==> src/rtl/alu_seq_ctrl.sv <==
// Issue-side sequencer for the 8-bit ALU: accepts one instruction, steps the ALU through ISSUE/MULT/CAPT, holds the result.
// Optional op counter enabled by defining ALU_SEQ_PERF_EN.
module alu_seq_ctrl #(
    parameter int BUS_WIDTH = 8,
    parameter int CNT_WIDTH = 16
) (
    input  logic                 clk,
    input  logic                 rst_n,
    input  logic                 instr_valid,
    output logic                 instr_ready,
    input  logic [1:0]           instr_op,
    input  logic [BUS_WIDTH-1:0] instr_imm,
    output logic [4:0]           alu_reg_en,
    output logic                 alu_add,
    output logic                 alu_load,
    output logic [BUS_WIDTH-1:0] alu_imm,
    input  logic [BUS_WIDTH-1:0] alu_result,
    output logic                 res_valid,
    input  logic                 res_ready,
    output logic [BUS_WIDTH-1:0] res_data
`ifdef ALU_SEQ_PERF_EN
    ,
    output logic [CNT_WIDTH-1:0] op_count
`endif
);

    typedef enum logic [2:0] {
        S_IDLE,
        S_ISSUE,
        S_MULT,
        S_CAPT,
        S_HOLD
    } state_t;

    typedef enum logic [1:0] {
        OP_LDSW = 2'b00,
        OP_MOV  = 2'b01,
        OP_ADDI = 2'b10,
        OP_NOP  = 2'b11
    } op_t;

    if (CNT_WIDTH < 1) begin : g_bad_cnt_width
        $error("CNT_WIDTH must be at least 1");
    end

    state_t               r_state;
    state_t               w_next_state;
    op_t                  r_op;
    logic [BUS_WIDTH-1:0] r_imm;
    logic [BUS_WIDTH-1:0] r_res_data;
    logic                 w_accept;
    logic                 w_res_hs;

    // Gated by rst_n so the port reads 0 while reset is held, even though state already sits in IDLE.
    assign instr_ready = (r_state == S_IDLE) && rst_n;
    assign w_accept    = instr_valid && (r_state == S_IDLE);
    assign w_res_hs    = (r_state == S_HOLD) && res_ready;
    assign res_valid   = (r_state == S_HOLD);
    assign res_data    = r_res_data;
    assign alu_imm     = r_imm;

    // NOTE: sequential state uses non-blocking assignments so every register samples pre-edge values.
    always_ff @(posedge clk or negedge rst_n) begin
        if (!rst_n) begin
            r_state    <= S_IDLE;
            r_op       <= OP_NOP;
            r_imm      <= '0;
            r_res_data <= '0;
        end else begin
            r_state <= w_next_state;
            if (w_accept) begin
                r_op  <= op_t'(instr_op);
                r_imm <= instr_imm;
            end
            if (r_state == S_CAPT) begin
                r_res_data <= alu_result;
            end
        end
    end

    // NOTE: every output of this block gets a default first so no path can infer a latch.
    always_comb begin
        w_next_state = r_state;
        alu_reg_en   = 5'b0_0000;
        alu_add      = 1'b0;
        alu_load     = 1'b0;
        case (r_state)
            S_IDLE: begin
                if (instr_valid && (op_t'(instr_op) != OP_NOP)) begin
                    w_next_state = S_ISSUE;
                end
            end
            S_ISSUE: begin
                alu_reg_en   = 5'b1_0011;
                alu_add      = (r_op == OP_ADDI);
                alu_load     = (r_op == OP_MOV);
                w_next_state = S_MULT;
            end
            S_MULT: begin
                alu_reg_en   = 5'b0_1100;
                alu_add      = (r_op == OP_ADDI);
                alu_load     = (r_op == OP_MOV);
                w_next_state = S_CAPT;
            end
            S_CAPT: begin
                w_next_state = S_HOLD;
            end
            S_HOLD: begin
                if (res_ready) begin
                    w_next_state = S_IDLE;
                end
            end
            default: begin
                w_next_state = S_IDLE;
            end
        endcase
    end

`ifdef ALU_SEQ_PERF_EN
    logic [CNT_WIDTH-1:0] r_op_count;

    always_ff @(posedge clk or negedge rst_n) begin
        if (!rst_n) begin
            r_op_count <= '0;
        end else if (w_res_hs) begin
            r_op_count <= r_op_count + 1'b1;
        end
    end

    assign op_count = r_op_count;
`else
    logic w_unused_hs;
    assign w_unused_hs = w_res_hs;
`endif

endmodule

==> config.mk <==
export PLATFORM = sky130hd
export DESIGN_NAME = alu_seq_ctrl
export DESIGN_NICKNAME = d
export VERILOG_FILES = /design/src/rtl/alu_seq_ctrl.sv
export SDC_FILE = /design/constraint.sdc
export NUM_CORES = 1
export LEC_CHECK = 0
export ABC_AREA = 1
export BUFFER_PORTS_ARGS = -buffer_cell sky130_fd_sc_hd__buf_2
export CORE_ASPECT_RATIO = 1.4
export CORE_UTILIZATION = 49
export CTS_CLUSTER_DIAMETER = 200
export DETAILED_ROUTE_END_ITERATION = 10
export PLACE_DENSITY = 0.93
export RECOVER_POWER = 25
export SLEW_MARGIN = 20
export SYNTH_ARGS = -nofsm -noshare
export SYNTH_HDL_FRONTEND = slang
export SYNTH_SLANG_ARGS = --single-unit
export TNS_END_PERCENT = 50
==> constraint.sdc <==
create_clock -name clk -period 2.6 [get_ports clk]
set_input_delay 0 -clock clk [delete_from_list [all_inputs] [get_ports clk]]
set_output_delay 0 -clock clk [all_outputs]
set_load 0.01 [all_outputs]
==> reports/qor.csv, run 1 <==
metric;value;unit
die_h;56.4;um
synth_edf_count;0;
cts_hold_buf;20;
numCtsBuffers;3;
ys_seq_area_frac;0.510;
cp_max_fo;22;
ff_latch_area;528;um^2
drc;0;
slew_headroom;0.287;
cts_setup_buffers;0;
cts-root-buf;clkbuf_4;
synth_warnings;0;
io_buffers;46;
critPathSlowestCell;clkbuf_1;
synth_cell_types;18;
ioPinCount;47;
via_per_inst;4.60;
p_int;893;uW
hpwl;1500;um
clk_latency;0.30;ns
grt_pass1_wl;3620;um
htree_levels;1;
fill_cells;155;
met2_length;1200;um
multi_input_area;362;um^2
max_freq;0.584;GHz
cp-end-kind;primary output;
drtAntennaViolNets;0;
rsz0062_at_grt;false;
ir_drop;0.689;mV
p_leak;0.000826;uW
synth_top_area_frac;0.459;
synthArstFlopShare;1.00;
drive_gt1_frac;0.488;
slew_violations;0;
p_sw;686;uW
pwr-share-seq;0.389;
min_path_type;input port to flop;
vias;888;
wl;2210;um
path_buf_inv;3;
top_layer_used;met4;
cp_cell_sequence;dlygate4sd3_1 > clkbuf_1 > and3_1 > buf_2;
tns;0;ns
synth_cells;108;
drt_pass1_iterations;4;
post-route-util;0.743;
design.die.area;2300;um^2
antenna_found_initial;0;
syn_avg_cell_area;9.59;um^2
cp_top_family;buffers and inverters;
swShare;0.434;
synth.most_common_cell;inv_1;
cts_buffer_depth;2;
worstSetupPathType;input port to primary output;
p_total;1580;uW
p_clk_frac;0.099;
finalCriticalPeriod;1.71;ns
critPathArrivalTime;1.71;ns
power_frac_comb;0.512;
nets;195;
finalHoldViolations;0;
gp_congestion;0.617;
synthesis.nets;130;
grt.total_usage;0.225;
worstMarginPinSlew;1.07;ns
diodes;0;
grt-ovfl-total;0;
synthTopCellsByCount;inv_1 (21), dfrtp_1 (19), o21ai_2 (19);
cts_resized;0;
dp_worst_setup_slack;1.12;ns
cts.sinks;21;
coreArea;1970;um^2
setup_viol;0;
synth_area_leaders;dfrtp_1 (46%), o21ai_2 (16%), inv_1 (7.6%), nand2_1 (6.2%), dfstp_2 (5.1%);
cp-start-kind;input port;
synth-seq-cells;21;
grt_pass1_vias;856;
crit_path_max_incr_delay;0.79;ns
finClkSkew;0.00414;ns
synth_top_cell_by_area;dfrtp_1;
ys.flop_type;dfrtp_1;
period_share;0.659;
wl_per_cell;11.4;um
grt_max_degree;23;
drv_cap;0;
met1_length;900;um
power_density;1080;nW/um^2
status;finished clean;
initial_core_util;0.525;
die_x;40.9;um
netlist_area;1040;um^2
dr_wl_met3;79;um
hold_ws;0.0759;ns
cts_tree;done;
setup_slack;0.888;ns
drt_iter0_markers;19;
syn2layout_area_growth;41.4;%
required;2.60;ns
rows;19;
clk_pin_slew;0.11;ns
==> final timing paths <==
kind	cells past startpoint	from	slack, ns	endpoint
max	4	rst_n	0.89	instr_ready
max reg2reg	4	r_state[0]	1.10	alu_imm[5]
max in group asynchronous	2	rst_n	1.55	r_state[0]
min in group asynchronous	2	rst_n	0.41	alu_imm[0]
min	5	instr_valid	0.08	r_state[0]
min reg2reg	2	r_op[0]	0.49	r_op[0]
==> area by class of cell <==
| class | count | area share |
|---|---|---|
| Clock inverter | 1 | 0.00512 |
| Timing Repair Buffer | 66 | 0.293 |
| Multi-Input combinational cell | 57 | 0.247 |
| Clock buffer | 3 | 0.0154 |
| Sequential cell | 21 | 0.360 |
| Tap cell | 21 | 0.0179 |
| Inverter | 24 | 0.0615 |
==> flip-flops by register name (all words and copies together) (netlist names) <==
register / count
r_state: 3
res_data: 8
alu_imm: 8
r_op: 2
==> tightest hold or removal path, delay by kind of cell <==
family / cells / cell delay [ns]
buf+inv: 1 / 0.12
simple gates: 4 / 0.24
==> power by group through the flow <==
stage	sequential, uW	combinational [uW]	clock [uW]
after floorplan	667	532	0
after global placement	608	745	0
after detailed placement	619	789	0
after CTS	614	812	160
after global routing	636	900	179
final	615	808	156
==> layout by cell type (no fill, tap or decap) <==
master and count:
dfstp_2 2, nand3_4 1, or2_2 1, buf_2 45
dfrtp_1 19, inv_1 21, nand3_1 2, clkbuf_1 1
nand2_2 7, nor2_1 5, nand3b_1 1, nor3_1 1
clkbuf_4 3, nand2_1 17, nor2_2 1, o21ai_2 19
and3_1 1, inv_2 3, nand3_2 1, dlygate4sd3_1 20
clkinvlp_4 1
==> metrics by stage <==
| stage | area (um^2) | instances |
|---|---|---|
| after floorplan | 1040 | 108 |
| after global placement | 1240 | 169 |
| after detailed placement | 1240 | 169 |
| after CTS | 1470 | 193 |
| after global routing | 1470 | 193 |
| final | 1470 | 193 |
==> cells by family after synthesis <==
family                 synth area share
AND/OR/NAND/NOR                   0.188
buffers and inverters             0.141
flip-flops                        0.510
AO/OA/AOI/OAI                     0.161
==> metal layers <==
layer / GRT usage / vias to the layer above
met1: 0.297 / 413
met2: 0.362 / 25
met5: 0 / -
met4: 0.0714 / 0
li1: - / 448
met3: 0.0356 / 2
No activity file was read; power rests on OpenSTA's default activity.
==> run 2: changes to the inputs <==
- CORE_UTILIZATION: 49 -> 45
- PLACE_DENSITY: 0.93 -> 0.87
- clock period: 2.6 -> 1.7 ns (I/O delays scaled with it)
==> reports/qor.csv, run 2 (synthesis results as in run 1) <==
metric;value;unit;change
cp-end-kind;primary output;;
gp_congestion;0.783;;+27%
worstMarginPinSlew;1.10;ns;+0.0259 ns
finalCriticalPeriod;1.37;ns;
initial_core_util;0.476;;-0.0492
p_sw;1040;uW;+51%
design.die.area;2500;um^2;+8.5%
coreArea;2180;um^2;+10%
fill_cells;159;;+2.6%
die_h;58.8;um;+4.2%
io_buffers;46;;unchanged
cp_max_fo;2;;-91%
numCtsBuffers;3;;unchanged
drtAntennaViolNets;0;;unchanged
finClkSkew;0.00123;ns;-0.00291 ns
required;1.70;ns;-0.90 ns
pwr-share-seq;0.389;;about the same
p_clk_frac;0.096;;-0.003
rows;20;;+1
cts.sinks;21;;unchanged
p_int;1380;uW;+54%
multi_input_area;362;um^2;unchanged
syn2layout_area_growth;42.3;%;
cts_buffer_depth;2;;unchanged
wl;2240;um;+1.7%
rsz0062_at_grt;false;;
die_x;42.6;um;+4.1%
clk_latency;0.29;ns;about the same
cp-start-kind;flop;;
drt_iter0_markers;27;;+8
grt_pass1_vias;910;;+6.3%
status;finished clean;;
final_common_cell;buf_2;;
drc;0;;unchanged
tns;0;ns;unchanged
post-route-util;0.677;;-0.0655
htree_levels;1;;unchanged
cts_setup_buffers;0;;unchanged
min_path_type;input port to flop;;
antenna_found_initial;0;;unchanged
power_density;1640;nW/um^2;+52%
diodes;0;;unchanged
period_share;0.805;;
ff_latch_area;528;um^2;unchanged
ir_drop;1.04;mV;+51%
slew_violations;0;;unchanged
wl_per_cell;11.4;um;+0.17%
setup_viol;0;;unchanged
worstSetupPathType;flop to primary output;;
grt.total_usage;0.194;;-0.0305
drv_cap;0;;unchanged
max_freq;0.730;GHz;
grt_pass1_wl;3690;um;+1.9%
cts_tree;done;;
vias;885;;-0.34%
slew_headroom;0.269;;-0.0173
hold_ws;0.0668;ns;-0.00905 ns
drt_pass1_iterations;6;;+2
clk_pin_slew;0.11;ns;about the same
cts-root-buf;clkbuf_4;;
finalHoldViolations;0;;unchanged
critPathArrivalTime;1.37;ns;-0.34 ns
final_cell_mix;buf_2 (45), inv_1 (21), dlygate4sd3_1 (20);;
power_frac_comb;0.515;;+0.003
grt-ovfl-total;0;;unchanged
swShare;0.430;;-0.00494
grt_max_degree;22;;-4.3%
p_leak;0.000832;uW;+0.80%
via_per_inst;4.52;;-1.9%
hpwl;1470;um;-1.8%
nets;197;;+1.0%
ioPinCount;47;;unchanged
drive_gt1_frac;0.483;;-0.00561
==> run 2: changes by cell type in the layout (fill, tap and decap cells not counted), sizes merged <==
cell	delta
clkbuf	+2
buf	+1
clkinvlp	-1
==> run 2: worst max-delay path: stages, from the launching register on <==
cell	delay [ns]
dfstp_2	0.55
inv_1	0.05
or2_2	0.26
nor2_1	0.10
buf_2	0.13
==> run 2: final cells by class <==
type | count | share of cell area
clock buffer | 4 | 0.0178
inverter | 24 | 0.0611
multi-input combinational | 57 | 0.245
sequential | 21 | 0.358
tap | 22 | 0.0187
timing repair buffer | 68 | 0.299
==> run 2: repair_timing <==
action,in CTS,in global routing
hold buffers,20,0
gates resized for setup,0,0
hold endpoints to repair,40,0
==> run 2: stage by stage <==
stage          cells  setup slack [ns]  area [um^2]  power (uW)
2_1_floorplan    108             0.655         1040        1830
3_3_place_gp     172             0.563         1250        2090
3_5_place_dp     172             0.503         1250        2160
4_1_cts          196             0.311         1480        2420
5_1_grt          196             0.214         1470        2610
6_report         196             0.331         1470        2410
==> run 2: metal layers <==
metal / routed length [um] / vias to the layer above / global-route usage
met5: 0 / - / 0
met4: 21 / 0 / 0.0536
met3: 90 / 2 / 0.0276
met2: 1250 / 24 / 0.376
met1: 880 / 405 / 0.219
li1: - / 454 / -
==> run 2: path summary, 6_finish.rpt <==
kind	slack, ns	endpoint	depth (start not counted)	start
worst max register to register	0.47	alu_imm[6]	5	r_state[0]
worst min-delay path	0.07	r_state[0]	5	instr_valid
worst max-delay path	0.33	alu_load	4	r_op[0]
max in group asynchronous	0.50	alu_imm[0]	3	rst_n
worst min register to register	0.48	r_op[0]	2	r_op[0]
min in group asynchronous	0.55	alu_imm[3]	3	rst_n
==> run 2: power by group through the flow <==
stage	Clock, uW	Combinational (uW)	Sequential [uW]
after global placement	0	1160	930
after global routing	262	1370	973
final	231	1240	939
after CTS	238	1250	935
after detailed placement	0	1220	942
after floorplan	0	813	1020
==> run 3: changes to the inputs <==
- CORE_UTILIZATION: 45 -> 41
- PLACE_DENSITY: 0.87 -> 0.84
- clock period: 1.7 -> 1.15 ns (I/O delays scaled with it)
==> reports/qor.csv, run 3 (synthesis results as in run 1) <==
metric;value;unit;change
rsz0062_at_grt;true;;
drt_iter0_markers;9;;-67%
cp_max_fo;4;;+2
via_per_inst;4.53;;+0.25%
finalCriticalPeriod;1.33;ns;
numCtsBuffers;3;;unchanged
status;finished with violations;;
critPathArrivalTime;1.33;ns;-0.04 ns
max_freq;0.752;GHz;
worstMarginPinSlew;0.506;ns;-0.590 ns
grt-ovfl-total;0;;unchanged
setup_viol;19;;+19
setup_slack;-0.181;ns;-0.512 ns
cts_tree;done;;
hpwl;1520;um;+3.4%
final_common_cell;buf_2;;
final_cell_mix;buf_2 (45), dlygate4sd3_1 (20), inv_1 (19), o21ai_2 (19), dfrtp_1 (19);;
period_share;1.16;;
drv_cap;0;;unchanged
violations;setup timing;;
gp_congestion;0.695;;-11%
finalHoldViolations;0;;unchanged
multi_input_area;432;um^2;+19%
ioPinCount;47;;unchanged
drtAntennaViolNets;0;;unchanged
stdcell_count;226;;+15%
nets;215;;+9.1%
ff_latch_area;528;um^2;unchanged
htree_levels;1;;unchanged
rows;21;;+5.0%
post-route-util;0.731;;+0.0535
drc;0;;unchanged
fill_cells;145;;-8.8%
grt_pass1_wl;3950;um;+7.1%
finClkSkew;0.00214;ns;+0.000908 ns
vias;1023;;+16%
grt_max_degree;22;;unchanged
initial_core_util;0.433;;-0.0426
cts.sinks;21;;unchanged
slew_headroom;0.663;;+0.394
syn2layout_area_growth;68.6;%;
io_buffers;46;;unchanged
min_path_type;input port to flop;;
cts-root-buf;clkbuf_4;;
die_x;44.5;um;+4.5%
dp_cells;186;;+8.1%
drt_pass1_iterations;4;;-2
wl_per_cell;12.9;um;+13%
reg2reg_depth;6;;+1
diodes;0;;unchanged
slew_violations;0;;unchanged
dp_worst_setup_slack;0.0912;ns;-0.411 ns
cts_buffer_depth;2;;unchanged
power_density;2630;nW/um^2;+60%
clk_latency;0.30;ns;about the same
p_total;4590;uW;+90%
worstSetupPathType;flop to primary output;;
drive_gt1_frac;0.594;;+0.111
wl;2920;um;+30%
cp-end-kind;primary output;;
hold_depth;5;;unchanged
antenna_found_initial;0;;unchanged
ir_drop;1.53;mV;+46%
die_h;61.5;um;+4.6%
p_leak;0.000955;uW;+15%
required;1.15;ns;-0.55 ns
grt.total_usage;0.204;;+0.00961
grt_pass1_vias;935;;+2.7%
design.die.area;2730;um^2;+9.4%
coreArea;2390;um^2;+9.8%
clk_pin_slew;0.11;ns;about the same
hold_ws;0.123;ns;+0.0565 ns
cp-start-kind;flop;;
## run 3: cell types whose count changed in the layout (fill, tap and decap cells not counted), sizes merged
cell / previous run / this run
buf: 46 / 61
clkbuf: 6 / 8
nand3: 4 / 5
## run 3: cell type report
| type | count | area share |
|---|---|---|
| clock buffer | 4 | 0.0150 |
| inverter | 24 | 0.0516 |
| multi-input combinational | 58 | 0.247 |
| sequential | 21 | 0.302 |
| tap | 34 | 0.0244 |
| timing repair buffer | 85 | 0.360 |
## run 3: worst max-delay path: stages (launching register included)
cell	delay (ns)
dfrtp_1	0.42
buf_6	0.14
nand3_2	0.10
o21ai_2	0.09
inv_2	0.06
nor2_1	0.08
buf_2	0.13
## run 3: path summary, 6_finish.rpt
path	start	endpoint	slack (ns)
max	r_state[0]	alu_load	-0.18
min	instr_valid	r_state[0]	0.12
max reg2reg	r_state[2]	alu_imm[6]	-0.06
min reg2reg	r_op[1]	r_op[1]	0.49
max in group asynchronous	rst_n	r_op[0]	0.44
min in group asynchronous	rst_n	r_state[2]	0.35
## run 3: routing by layer
metal,part of all wire,track usage
met5,0,0
met4,0.020,0.0909
met3,0.034,0.0323
met2,0.54,0.391
met1,0.40,0.216
## run 3: repair_timing
item / 4_1_cts / 5_1_grt
pin swaps: 4 / 8
hold buffers: 20 / 0
gates cloned: 0 / 3
setup endpoints to repair: 9 / 27
gates resized for setup: 11 / 9
endpoints found under the hold margin: 40 / 0
setup buffers: 8 / 7
## run 3: per-stage QoR
step	instance area [um^2]	setup TNS (ns)
after floorplan	1040	0
after global placement	1290	0
after detailed placement	1290	0
after CTS	1620	-0.514
after global routing	1750	-2.28
final	1750	-1.17
## run 3: report_power, final
| group | internal, uW | switching (uW) |
|---|---|---|
| clock network | 135 | 221 |
| logic | 1400 | 1460 |
| registers | 1120 | 245 |
| total | 2660 | 1930 |
